## config.mk

```make
export PLATFORM = sky130hd
export DESIGN_NAME = alu_dot_ctrl
export DESIGN_NICKNAME = d
export VERILOG_FILES = /design/src/rtl/alu_pkg.sv /design/src/rtl/alu_dot_ctrl.sv
export SDC_FILE = /design/constraint.sdc
export NUM_CORES = 1
export LEC_CHECK = 0
export BUFFER_PORTS_ARGS = -buffer_cell sky130_fd_sc_hd__buf_2
export CAP_MARGIN = 10
export CORE_UTILIZATION = 50
export DETAILED_ROUTE_END_ITERATION = 12
export HOLD_SLACK_MARGIN = 0.12
export PLACE_DENSITY_LB_ADDON = 0.1
export SYNTH_ARGS = -nofsm -noshare
export SYNTH_HDL_FRONTEND = slang
export SYNTH_SLANG_ARGS = --single-unit
```

## constraint.sdc

```tcl
create_clock -name clk -period 2.71 [get_ports clk]
set_clock_uncertainty 0.2 [all_clocks]
set_input_delay 0.542 -clock clk [delete_from_list [all_inputs] [get_ports clk]]
set_output_delay 0.542 -clock clk [all_outputs]
set_load 0.02 [all_outputs]
```

## src/rtl/alu_pkg.sv

```systemverilog
// Shared definitions for the 16-bit accumulator ALU and its dot-product controller:
// opcodes, data width and controller state encoding.
package alu_pkg;

    localparam int DW = 16;

    localparam logic [2:0] ALU_NOP = 3'd0;
    localparam logic [2:0] ALU_ADD = 3'd1;
    localparam logic [2:0] ALU_SUB = 3'd2;
    localparam logic [2:0] ALU_MUL = 3'd3;
    localparam logic [2:0] ALU_DEC = 3'd4;
    localparam logic [2:0] ALU_CLR = 3'd5;
    localparam logic [2:0] ALU_XOR = 3'd6;

    typedef enum logic [3:0] {
        ST_IDLE,
        ST_CLR_S,
        ST_CLR_X,
        ST_FETCH,
        ST_MUL_S,
        ST_MUL_X,
        ST_ADD_S,
        ST_ADD_X,
        ST_DEC_S,
        ST_DEC_X,
        ST_DONE
    } ctrl_state_e;

    // Only the *_X half of each operation carries a command; everything else is NOP,
    // which guarantees a NOP between any two commands.
    function automatic logic [2:0] state_op(input ctrl_state_e s);
        case (s)
            ST_CLR_X: return ALU_CLR;
            ST_MUL_X: return ALU_MUL;
            ST_ADD_X: return ALU_ADD;
            ST_DEC_X: return ALU_DEC;
            default:  return ALU_NOP;
        endcase
    endfunction

endpackage

```

## src/rtl/alu_dot_ctrl.sv

```systemverilog
// Dot-product sequencer for the accumulator ALU: multiply, accumulate, then
// decrement the loop count through the ALU's own DEC/zero-flag operation.
module alu_dot_ctrl
    import alu_pkg::*;
(
    input  logic          clk,
    input  logic          rst_n,
    input  logic          start,
    input  logic [DW-1:0] len,
    input  logic          op_valid,
    input  logic [DW-1:0] op_a,
    input  logic [DW-1:0] op_b,
    output logic          op_ready,
    output logic          busy,
    output logic          done,
    output logic [DW-1:0] result,
    output logic [DW-1:0] aluIn1,
    output logic [DW-1:0] aluIn2,
    output logic [2:0]    aluOp,
    input  logic [DW-1:0] aluOut,
    input  logic          z
);

    ctrl_state_e   r_state, w_state_next;
    logic [DW-1:0] r_ac, r_a, r_b, r_prod, r_cnt, r_result;
    logic [DW-1:0] w_ac_next, w_a_next, w_b_next, w_prod_next, w_cnt_next, w_result_next;
    logic [DW-1:0] r_alu_in1, r_alu_in2, w_in1_next, w_in2_next;
    logic [2:0]    r_alu_op, w_op_next;

    always_comb begin
        // NOTE: every variable gets a default before the case so no path leaves one unassigned (no latches).
        w_state_next  = r_state;
        w_ac_next     = r_ac;
        w_a_next      = r_a;
        w_b_next      = r_b;
        w_prod_next   = r_prod;
        w_cnt_next    = r_cnt;
        w_result_next = r_result;

        case (r_state)
            ST_IDLE: if (start) begin
                w_cnt_next    = len;
                w_result_next = '0;
                w_state_next  = ST_CLR_S;
            end
            ST_CLR_S: w_state_next = ST_CLR_X;
            ST_CLR_X: begin
                w_ac_next    = aluOut;
                w_state_next = (r_cnt == '0) ? ST_DONE : ST_FETCH;
            end
            ST_FETCH: if (op_valid) begin
                w_a_next     = op_a;
                w_b_next     = op_b;
                w_state_next = ST_MUL_S;
            end
            ST_MUL_S: w_state_next = ST_MUL_X;
            ST_MUL_X: begin
                w_prod_next  = aluOut;
                w_state_next = ST_ADD_S;
            end
            ST_ADD_S: w_state_next = ST_ADD_X;
            ST_ADD_X: begin
                w_ac_next    = aluOut;
                w_state_next = ST_DEC_S;
            end
            ST_DEC_S: w_state_next = ST_DEC_X;
            ST_DEC_X: begin
                w_cnt_next   = aluOut;
                w_state_next = z ? ST_DONE : ST_FETCH;
            end
            ST_DONE: begin
                w_result_next = r_ac;
                w_state_next  = ST_IDLE;
            end
            default: w_state_next = ST_IDLE;
        endcase

        // NOTE: ALU command/operands are registered from the *next* state and next register
        // values, so they line up with the state they belong to without a cycle of lag.
        w_in1_next = r_alu_in1;
        w_in2_next = r_alu_in2;
        case (w_state_next)
            ST_CLR_S, ST_CLR_X: begin w_in1_next = '0;        w_in2_next = '0;          end
            ST_MUL_S, ST_MUL_X: begin w_in1_next = w_a_next;  w_in2_next = w_b_next;    end
            ST_ADD_S, ST_ADD_X: begin w_in1_next = w_ac_next; w_in2_next = w_prod_next; end
            ST_DEC_S, ST_DEC_X: begin w_in1_next = w_cnt_next; w_in2_next = '0;         end
            default: ;
        endcase
        w_op_next = state_op(w_state_next);
    end

    // NOTE: state is updated with non-blocking assignments so all registers see pre-edge values.
    always_ff @(posedge clk) begin
        if (!rst_n) begin
            r_state   <= ST_IDLE;
            r_ac      <= '0;
            r_a       <= '0;
            r_b       <= '0;
            r_prod    <= '0;
            r_cnt     <= '0;
            r_result  <= '0;
            r_alu_in1 <= '0;
            r_alu_in2 <= '0;
            r_alu_op  <= ALU_NOP;
        end else begin
            r_state   <= w_state_next;
            r_ac      <= w_ac_next;
            r_a       <= w_a_next;
            r_b       <= w_b_next;
            r_prod    <= w_prod_next;
            r_cnt     <= w_cnt_next;
            r_result  <= w_result_next;
            r_alu_in1 <= w_in1_next;
            r_alu_in2 <= w_in2_next;
            r_alu_op  <= w_op_next;
        end
    end

    assign op_ready = (r_state == ST_FETCH);
    assign busy     = (r_state != ST_IDLE);
    assign done     = (r_state == ST_DONE);
    assign result   = r_result;
    assign aluIn1   = r_alu_in1;
    assign aluIn2   = r_alu_in2;
    assign aluOp    = r_alu_op;

endmodule

```

==> results.cfg <==
[run_status]
run_status = complete, no violations

[clocking]
worst_setup_hold_path_clk_slew_ns = 0.06
numCtsBuffers = 17
cts_tree = yes
cts-hold-fix-buffers = 0
ctsLongestPathBuffers = 2
cts_root_buffer = clkbuf_16
clkSinkCount = 135
worstSkewPairLatency_ns = 0.42
cts.repair_timing.setup_buffer_count = 0
post_cts_repair_resize_count = 0
cts.htree.levels = 4

[pwr]
power.clock.fraction_pct = 34.0
swShare_pct = 34.40
worst_ir_drop_vdd_uv = 574.0
areal_power_density_over_the_cells_nw_per_um2 = 1048
cellLeakagePower_nw = 3.156
internal_power_mw = 4.940
share_seq_of_total_power_pct = 31.3
comb_power_share_pct = 34.7
power.switching_mw = 2.591

[place]
placed_cells = 870
detailedPlacementHpwl_um = 11750
place.port_buffers = 122
gp_routability_congestion = 0.8391
placed_cell_area_um2 = 6518

[global_route]
grt_antenna_before_repair = 0
first_global_vias = 5046
gr-total-overflow = 0
grt_pass1_wl_um = 25680
grt_start_max_net_pins = 47
grt_usage_pct = 28.98

[synth]
synth_seq_area_share_pct = 46.79
largest_area_contributor_in_the_synthesized_netlist = dfxtp_1
synth-warning-count = 0
yosys.cell_types.count = 52
synthesized_area_fraction_occupied_by_ao_oa_aoi_and_oai_cells_pct = 17.63
post_synth_main_area_contributors = dfxtp_1 47%, mux2i_1 11%, nand2_1 6.0%
synthesis.area_um2 = 5776
yosys-mux-area-fraction_pct = 12.26
ys.flop_type = dfxtp_1
synthSimpleGateAreaFrac_pct = 17.74
synth_adder_area_share_pct = 0
synth_area_per_cell_um2 = 9.067
synth_top_family_by_area = simple AND/OR/NAND/NOR gates
synth_fp_nets = 706
synth-xor-area-share_pct = 0.1516
postSynthRegisterBits = 135
post_synth_inst_count = 637
synth_edf_count = 0
synthDominantCellAreaShare_pct = 46.79
ys_async_sr_fraction_pct = 0

[critical_path]
worst-setup-path-type = flip-flop to flip-flop
worst-endpoint-arrival_ns = 2.69
path_max_fanout = 19
timing.critical_path.to_type = flip-flop
setup.worst_path.start_class = flip-flop
worstPathRequired_ns = 2.87

[die]
num_io_pins = 123
floorplan.die.height_um = 109.5
core-area_um2 = 11030
row_count = 38
dieWidth_um = 109.5
die_area_um2 = 11980
initial_standard_cell_utilization_of_the_core_pct = 52.36

[sta]
timing_hold_violations_final = 0
setup_viol = 0
achievable_frequency_mhz = 394.9
post-route-min-period_ns = 2.532
max_slew.worst_pin.slew_ns = 0.9309
drv_slew = 0
timing.slew.headroom_pct = 37.71
final.setup.tns_ns = 0
grt_setup_unrepaired = no
timing.final.crit_share_pct = 93.44

[final_layout]
final-seq-area_um2 = 2703
multiInputGateArea_um2 = 2764
antenna_cells = 0
final_design_area_no_fill_um2 = 7184
layout-drive-gt1-share_pct = 25.59
num-nets-final = 818
area_growth_pct = 24.39
post_layout_nonfiller_instances = 902
num-fill-cells = 956

[drt]
drtAntennaViolNets = 0
drt_pre_antenna_iters = 9
drt_iter0_drc = 435
via_count_of_the_routed_design = 5342
drt_drc_violations_left = 0
routed_via_density = 5.922
drt_wl_total_um = 16870
drt-wirelength-per-cell_um = 18.70

[run]
number_of_max_capacitance_violations_reported = 0

[worst_hold_path]
hp-class = primary input to flip-flop
layout make-up:
cell class,instances,area share [%]
inverters,6,0.3309
repair buffers,148,11.91
flip-flops and latches,135,37.62
clock inverters,6,1.863
multi-input cells,441,38.47
well taps,140,2.438
clock buffers,26,7.367
layer usage:
| metal | up-vias | part of all wire (%) | track usage (%) |
|---|---|---|---|
| li1 | 2508 | - | - |
| met1 | 2521 | 42 | 37.07 |
| met2 | 264 | 46 | 45.60 |
| met3 | 49 | 7.5 | 5.868 |
| met4 | 0 | 3.9 | 16.29 |
| met5 | - | 0 | 0 |
kinds of logic (layout without fill, tap and decap cells):
logic type / count (synthesis) / in the layout
DFF: 135 / 135
muxes: 70 / 70
AOI/OAI and AO/OA: 143 / 143
buffers and inverters: 61 / 186
and+or+nand+nor: 227 / 227
xor gates and xnor gates: 1 / 1
critical path, cell delays in order, from the launching register on:
cell and delay, ns:
dfxtp_1 0.57, buf_4 0.23, nand2b_1 0.12, buf_4 0.23, nor2_1 0.74, a21oi_1 0.20, a21oi_1 0.16
registers in the layout (all words and copies together), names as in the netlist:
| register | cells |
|---|---|
| aluIn1 | 16 |
| aluIn2 | 16 |
| r_a | 16 |
| r_ac | 16 |
| r_b | 16 |
| r_cnt | 16 |
| r_prod | 16 |
| result | 16 |
| r_state | 4 |
| aluOp | 3 |
through the flow:
step / total power [mW] / utilization, % / setup slack (ns) / hold WS, ns
floorplan: 4.209 / - / 0.5557 / 0.2316
global placement: 4.908 / 59.09 / 0.06274 / 0.2388
detailed placement: 4.960 / 59.09 / 0.02382 / 0.2469
CTS: 7.507 / 65.10 / 0.08160 / 0.1839
global route: 7.814 / 65.13 / 0.007592 / 0.1997
finish: 7.531 / 65.13 / 0.1778 / 0.1915
worst paths after layout:
kind | from | to | slack, ns | cells past startpoint
worst max-delay path | r_state[2]$_SDFF_PN0_ | aluIn1[10]$_SDFFE_PN0P_ | 0.18 | 6
worst min-delay path | op_a[2] | r_a[2]$_SDFF_PN0_ | 0.19 | 3
worst max register to register | r_state[2]$_SDFF_PN0_ | aluIn1[10]$_SDFFE_PN0P_ | 0.18 | 6
worst min register to register | r_prod[11]$_SDFF_PN0_ | r_prod[11]$_SDFF_PN0_ | 0.25 | 2
Yosys cell counts (2+ instances only):
cell type and instances:
nand2_2 2, nor4_1 4, a21boi_1 2, nand3b_1 2, buf_8 2, a22oi_1 16, o22ai_1 6, buf_4 3
a21oi_1 57, a31oi_1 3, dfxtp_1 135, o32ai_1 26, mux2_2 6, o21a_1 3, nand2_1 93, nor2_1 70
and2_1 7, and2b_1 2, nand3_1 26, o22a_1 5, clkbuf_1 30, inv_1 4, nor3b_1 2, a222oi_1 15
nor2b_1 2, buf_6 4, buf_2 16, nand2b_1 7, mux2i_1 64
power groups by stage:
stage / Sequential, mW / Clock, mW / Combinational, mW
3_5_place_dp: 2.40 / 0 / 2.56
4_1_cts: 2.35 / 2.58 / 2.57
5_1_grt: 2.38 / 2.66 / 2.77
6_report: 2.36 / 2.56 / 2.61
3_3_place_gp: 2.39 / 0 / 2.52
2_1_floorplan: 2.35 / 0 / 1.86
cell usage in the layout, fill, tap and decap left out, drive strengths merged, types with 4 or more instances in the layout:
| cell type | synthesis | layout |
|---|---|---|
| buf | 25 | 148 |
| dfxtp | 135 | 135 |
| nand2 | 95 | 95 |
| nor2 | 70 | 70 |
| mux2i | 64 | 64 |
| a21oi | 57 | 57 |
| nand3 | 26 | 26 |
| o32ai | 26 | 26 |
| clkbuf | 30 | 26 |
| a22oi | 16 | 16 |
| a222oi | 15 | 15 |
| nand2b | 7 | 7 |
| and2 | 7 | 7 |
| o22ai | 7 | 7 |
| mux2 | 6 | 6 |
| o22a | 5 | 5 |
| nor4 | 5 | 5 |
| inv | 5 | 4 |
| bufinv | 0 | 4 |
| clkinv | 1 | 4 |
(Power assumes the default switching activity.)
